===== config.mk =====
export PLATFORM = sky130hd
export DESIGN_NAME = breakout_game_ctrl_flat
export DESIGN_NICKNAME = d
export VERILOG_FILES = /design/src/rtl/breakout_pkg.sv /design/src/rtl/breakout_game_ctrl_if.sv /design/src/rtl/breakout_game_ctrl_bcd2_counter.sv /design/src/rtl/breakout_game_ctrl.sv /design/src/flat_wrapper.sv
export SDC_FILE = /design/constraint.sdc
export NUM_CORES = 1
export LEC_CHECK = 0
export CORE_UTILIZATION = 40
export CTS_BUF_LIST = sky130_fd_sc_hd__clkbuf_4
export CTS_CLUSTER_DIAMETER = 30
export DETAILED_ROUTE_END_ITERATION = 7
export PLACE_DENSITY = 0.65
export SYNTH_ARGS = -nofsm -noshare
export SYNTH_HDL_FRONTEND = slang
export SYNTH_SLANG_ARGS = --single-unit

===== constraint.sdc =====
create_clock -name clk -period 1.98 [get_ports clk]
set_input_delay 0.198 -clock clk [delete_from_list [all_inputs] [get_ports clk]]
set_output_delay 0.198 -clock clk [all_outputs]
set_load 0.005 [all_outputs]

===== src/rtl/breakout_pkg.sv =====
// Shared definitions for the breakout game sequencer: state encoding and parameter defaults.
package breakout_pkg;

  localparam logic [2:0] ST_NEWGAME = 3'd0;
  localparam logic [2:0] ST_PLAY    = 3'd1;
  localparam logic [2:0] ST_NEWBALL = 3'd2;
  localparam logic [2:0] ST_OVER    = 3'd3;
  localparam logic [2:0] ST_WIN     = 3'd4;

  typedef enum logic [2:0] {
    StNewGame = ST_NEWGAME,
    StPlay    = ST_PLAY,
    StNewBall = ST_NEWBALL,
    StOver    = ST_OVER,
    StWin     = ST_WIN
  } state_e;

  localparam int unsigned NUM_BALLS_DEFAULT     = 3;
  localparam int unsigned TIMEOUT_TICKS_DEFAULT = 120;

endpackage


===== src/rtl/breakout_game_ctrl_if.sv =====
// Signals between the game sequencer, the graphics engine and the text overlay.
interface breakout_game_ctrl_if;
  logic [4:0] btn;
  logic       refr_tick;
  logic       hit;
  logic       miss;
  logic       all_cleared;
  logic       gra_still;
  logic [2:0] game_state;
  logic [3:0] score_d1;
  logic [3:0] score_d0;
  logic [1:0] balls_left;
  logic       timer_up;

  modport master (
    output btn, refr_tick, hit, miss, all_cleared,
    input  gra_still, game_state, score_d1, score_d0, balls_left, timer_up
  );

  modport slave (
    input  btn, refr_tick, hit, miss, all_cleared,
    output gra_still, game_state, score_d1, score_d0, balls_left, timer_up
  );
endinterface


===== src/rtl/breakout_game_ctrl_bcd2_counter.sv =====
// Two-digit BCD counter that saturates at 99; clr has priority over inc.
module bcd2_counter (
  input  logic       clk,
  input  logic       reset,
  input  logic       clr,
  input  logic       inc,
  output logic [3:0] d1,
  output logic [3:0] d0
);

  logic [3:0] d1_q;
  logic [3:0] d0_q;
  logic       at_max;

  assign at_max = (d1_q == 4'd9) && (d0_q == 4'd9);

  always_ff @(posedge clk or posedge reset) begin
    if (reset) begin
      d1_q <= 4'd0;
      d0_q <= 4'd0;
    end else if (clr) begin
      d1_q <= 4'd0;
      d0_q <= 4'd0;
    end else if (inc && !at_max) begin
      if (d0_q == 4'd9) begin
        d0_q <= 4'd0;
        d1_q <= d1_q + 4'd1;
      end else begin
        d0_q <= d0_q + 4'd1;
      end
    end
  end

  assign d1 = d1_q;
  assign d0 = d0_q;

endmodule


===== src/rtl/breakout_game_ctrl.sv =====
// Breakout game sequencer: FSM, balls counter, refresh-tick delay timer and BCD score.
module breakout_game_ctrl
  import breakout_pkg::*;
#(
  parameter int unsigned NUM_BALLS     = NUM_BALLS_DEFAULT,
  parameter int unsigned TIMEOUT_TICKS = TIMEOUT_TICKS_DEFAULT
) (
  input logic                 clk,
  input logic                 reset,
  breakout_game_ctrl_if.slave bus
);

  localparam int unsigned       TimerW    = $clog2(TIMEOUT_TICKS + 1);
  localparam logic [TimerW-1:0] TimerLoad = TimerW'(TIMEOUT_TICKS);
  localparam logic [1:0]        BallsInit = 2'(NUM_BALLS);

  state_e            state_q;
  logic [1:0]        balls_q;
  logic [TimerW-1:0] timer_q;
  logic              still_q;

  logic start;
  logic timer_zero;
  logic score_clr;
  logic score_inc;

  assign start      = |bus.btn;
  assign timer_zero = (timer_q == '0);
  assign score_clr  = (state_q == StNewGame) && start;
  assign score_inc  = (state_q == StPlay) && bus.hit;

  bcd2_counter u_score (
    .clk   (clk),
    .reset (reset),
    .clr   (score_clr),
    .inc   (score_inc),
    .d1    (bus.score_d1),
    .d0    (bus.score_d0)
  );

  always_ff @(posedge clk or posedge reset) begin
    if (reset) begin
      state_q <= StNewGame;
      balls_q <= BallsInit;
      timer_q <= '0;
      still_q <= 1'b1;
    end else begin
      // Loads below override this decrement on state entry.
      if (bus.refr_tick && !timer_zero) begin
        timer_q <= timer_q - 1'b1;
      end
      case (state_q)
        StNewGame: begin
          if (start) begin
            state_q <= StPlay;
            balls_q <= BallsInit;
            still_q <= 1'b0;
          end
        end
        StPlay: begin
          if (bus.all_cleared) begin
            state_q <= StWin;
            timer_q <= TimerLoad;
            still_q <= 1'b1;
          end else if (bus.miss) begin
            timer_q <= TimerLoad;
            still_q <= 1'b1;
            if (balls_q == 2'd1) begin
              balls_q <= 2'd0;
              state_q <= StOver;
            end else begin
              balls_q <= balls_q - 2'd1;
              state_q <= StNewBall;
            end
          end
        end
        StNewBall: begin
          if (timer_zero && start) begin
            state_q <= StPlay;
            still_q <= 1'b0;
          end
        end
        StOver, StWin: begin
          if (timer_zero) begin
            state_q <= StNewGame;
          end
        end
        default: begin
          state_q <= StNewGame;
          still_q <= 1'b1;
        end
      endcase
    end
  end

  assign bus.game_state = state_q;
  assign bus.gra_still  = still_q;
  assign bus.balls_left = balls_q;
  assign bus.timer_up   = timer_zero;

endmodule


===== src/flat_wrapper.sv =====
// flat-port wrapper written by rule: the top's interface ports become plain ports
module breakout_game_ctrl_flat import breakout_pkg::*;
#(
  parameter int unsigned NUM_BALLS     = NUM_BALLS_DEFAULT,
  parameter int unsigned TIMEOUT_TICKS = TIMEOUT_TICKS_DEFAULT
)
  (clk, reset, bus_btn, bus_refr_tick, bus_hit, bus_miss, bus_all_cleared, bus_gra_still, bus_game_state, bus_score_d1, bus_score_d0, bus_balls_left, bus_timer_up);
  breakout_game_ctrl_if bus_i ();
  input logic clk;
  input logic reset;
  input wire logic [$bits(bus_i.btn)-1:0] bus_btn;
  input wire logic [$bits(bus_i.refr_tick)-1:0] bus_refr_tick;
  input wire logic [$bits(bus_i.hit)-1:0] bus_hit;
  input wire logic [$bits(bus_i.miss)-1:0] bus_miss;
  input wire logic [$bits(bus_i.all_cleared)-1:0] bus_all_cleared;
  output wire logic [$bits(bus_i.gra_still)-1:0] bus_gra_still;
  output wire logic [$bits(bus_i.game_state)-1:0] bus_game_state;
  output wire logic [$bits(bus_i.score_d1)-1:0] bus_score_d1;
  output wire logic [$bits(bus_i.score_d0)-1:0] bus_score_d0;
  output wire logic [$bits(bus_i.balls_left)-1:0] bus_balls_left;
  output wire logic [$bits(bus_i.timer_up)-1:0] bus_timer_up;
  assign bus_i.btn = bus_btn;
  assign bus_i.refr_tick = bus_refr_tick;
  assign bus_i.hit = bus_hit;
  assign bus_i.miss = bus_miss;
  assign bus_i.all_cleared = bus_all_cleared;
  assign bus_gra_still = bus_i.gra_still;
  assign bus_game_state = bus_i.game_state;
  assign bus_score_d1 = bus_i.score_d1;
  assign bus_score_d0 = bus_i.score_d0;
  assign bus_balls_left = bus_i.balls_left;
  assign bus_timer_up = bus_i.timer_up;
  breakout_game_ctrl #(.NUM_BALLS(NUM_BALLS), .TIMEOUT_TICKS(TIMEOUT_TICKS)) u_core (.clk(clk), .reset(reset), .bus(bus_i));
endmodule

==> reports/summary.txt <==
GRT busiest layer -> met2
grt ovf -> 0
Final Hold Vio Count -> 0
WHS -> 0.221 ns
Leakage -> 0.658 nW
post-DP HPWL -> 2.00 mm
core region area -> 2830 um2
mux contribution to synthesized area -> 0%
Filler Cells Inserted -> 266
met2 usage -> 29.4%
vias in the first global route -> 1023
failing checks -> DRC
CTS H-tree depth -> 1
die area -> 3290 um2
Final period util -> 95.6%
Total Power -> 0.00177 W
PwrDens -> 1110 nW/um2
f_max -> 528 MHz
largest net degree at the start of global routing -> 22
critical path, cell by cell -> or4_4, or2_4, buf_4, a2111oi_2, a21oi_1
CTS buffer count -> 3
top cells by area, synth -> dfrtp_1, ha_1, dfstp_2
CP max stage cell -> or4_4
total vias in the final route -> 1100
Total Neg Setup Slack -> 0 ns
antenna-violating nets left -> 0
Synth Area in XOR/XNOR -> 5.71%
Synth Area in Simple Gates -> 25.4%
Post-Syn Nets -> 151
drt total wl -> 2.73 mm
CP endpoint kind -> register
Die Ht -> 57.4 um
R2R cell count -> 5
NumNets Final -> 186
root buffer cell -> clkbuf_4
Min Clock Period, post-route -> 1.89 ns
Max IR drop VDD -> 0.591 mV
CP top delay family -> simple AND/OR/NAND/NOR gates
RSZ-0062 raised after global routing -> false
HP Class -> primary input to async pin
Initial Utilization -> 43.4%
Crit path depth -> 5
CTS tree -> built
Slowest Stage Delay on Critical Path -> 0.54 ns
Worst Path Buf+Inv -> 1
vias per cell -> 5.56
cts hold-fix bufs -> 0
largest area contributor in the netlist -> dfrtp_1
register area -> 529 um2
status -> finished with violations
drt pass-1 iters -> 6
Worst slew margin -> 58.6%
Worst-Margin Slew -> 0.614 ns
CTS sink count -> 21
Critical Path Source Type -> register
adder-cell share of the synthesized area -> 7.14%
Buffers on Ports -> 25
number of DRC markers in iteration 0 -> 19
Die Span X -> 57.4 um
Avg Inst Size Synth -> 9.23 um2
pins over their slew limit -> 0
Yosys top cell area share -> 36.7%
sequential cell area fraction in the yosys report -> 43.1%
# rows -> 19
ant diodes -> 0
RePlAce Congestion -> 0.878
initial antenna violation count -> 0
All-Layer GR Usage -> 17.7%
M3 GR Usage -> 2.95%
# DRC -> 2
first-pass GRT wire length -> 4.51 mm
largest family of logic cells by synthesized area -> simple AND/OR/NAND/NOR gates
CP required -> 2.22 ns
Setup-failing EPs final -> 0
Netlist cell types -> 39
post-synthesis compound-gate area fraction -> 13.9%
WS Path Type -> register to register
Arr. time, crit path -> 2.13 ns
post-synthesis sequential element count -> 21
CTS clk-pin slew, worst paths -> 0.12 ns
IO Count -> 26
MaxCap Viol Count -> 0
CP max FO -> 3
Syn Inst Count -> 133
Multi-input gate area -> 646 um2
clock latency on the worst-skew pair -> 0.31 ns
Worst Skew -> 0.00409 ns
yosys warns -> 0
layout cells sized above 1 -> 14.4%
GR Util met1 -> 23.2%
Area growth syn-to-layout -> 30.1%
mean routed wirelength per cell -> 13.8 um
synthesized cell area -> 1230 um2
CTS max path bufs -> 2
## worst reg2reg max path, delay by kind of cell, from the launching register on
kind / cells / cell delay [ns]
simple gates: 2 / 0.82
compound gates: 2 / 0.45
flops: 1 / 0.40
buf+inv: 1 / 0.15
## synth_stat cells (all sizes together)
| cell type | number |
|---|---|
| a2111oi | 2 |
| a21oi | 5 |
| a22oi | 1 |
| a31oi | 2 |
| a41oi | 1 |
| and3 | 1 |
| and3b | 1 |
| and4bb | 1 |
| buf | 1 |
| clkbuf | 3 |
| clkinv | 1 |
| dfrtp | 18 |
| dfstp | 3 |
| ha | 7 |
| inv | 9 |
| nand2 | 11 |
| nand2b | 1 |
| nand3 | 7 |
| nand3b | 2 |
| nand4 | 1 |
| nor2 | 10 |
| nor2b | 3 |
| nor3 | 5 |
| nor3b | 3 |
| nor4b | 1 |
| o2111ai | 1 |
| o211ai | 1 |
| o21a | 1 |
| o21ai | 11 |
| o22ai | 1 |
| o31ai | 1 |
| or2 | 2 |
| or3 | 3 |
| or4 | 4 |
| xnor2 | 2 |
| xor2 | 6 |
## where the power goes
group	internal (W)	switching [W]
combinational	0.000425	0.000411
sequential	0.000565	0.000152
clock	0.0000756	0.000139
## layout make-up
type | instances | share of cell area [%]
clock buffer | 3 | 1.41
clock inverter | 1 | 0.313
inverter | 10 | 2.66
multi-input combinational | 98 | 40.4
sequential | 21 | 33.2
tap | 31 | 2.43
timing repair buffer | 34 | 19.6
## stage by stage
step / area (um2) / std cells / worst slack (ns) / util [%]
after floorplan: 1230 / 133 / 0.194 / -
after global placement: 1550 / 192 / 0.0661 / 54.9
after detailed placement: 1550 / 192 / 0.0584 / 54.9
after CTS: 1590 / 197 / 0.00584 / 56.2
after global routing: 1600 / 198 / 0.00155 / 56.4
final: 1600 / 198 / 0.0877 / 56.4
## routing by layer
layer  up-vias  share of wire (%)
met2        20                 48
met4         0                1.5
li1        539                  -
met3         5                3.3
met5         -                  0
met1       536                 47
## placed cells by master (no fill, tap or decap), drive strengths merged, types with 3 or more instances in the layout
master         Yosys  layout
clkdlybuf4s50      0      24
dfrtp             18      18
nand2             11      11
o21ai             11      11
nor2              10      10
inv                9       9
buf                1       9
nand3              7       7
ha                 7       7
xor2               6       6
nor3               5       5
a21oi              5       5
or4                4       4
clkbuf             3       4
nor2b              3       3
nor3b              3       3
or3                3       3
dfstp              3       3
## cell families after synthesis
logic type	Yosys count
DFF	21
buffers and inverters	14
xor gates and xnor gates	8
adders and majority gates	7
AOI/OAI and AO/OA	27
and+or+nand+nor	56
## sequential cells by signal, summed over array words and instances, names as in the netlist
signal and flops:
u_core.bus.balls_left 2, u_core.bus.game_state 3, u_core.bus.gra_still 1, u_core.timer_q 7, u_core.u_score.d0 4, u_core.u_score.d1 4
## final timing paths
kind	start	end	slack, ns
hold reg to reg	u_core.bus.gra_still	u_core.bus.gra_still	0.50
hold / removal	reset	u_core.u_score.d1[0]	0.22
min in group clk	u_core.bus.gra_still	u_core.bus.gra_still	0.50
setup / recovery	u_core.timer_q[3]	u_core.bus.gra_still	0.09
max in group asynchronous	reset	u_core.bus.balls_left[1]	1.48
setup reg to reg	u_core.timer_q[3]	u_core.bus.gra_still	0.09
## what timing repair did
item	CTS	global route
endpoints found under the setup margin	1	2
buffers inserted	1	1
gates resized for setup	3	2
gates cloned	0	0
pin swaps	1	1
Note: power is estimated with default switching activity, not from simulation.
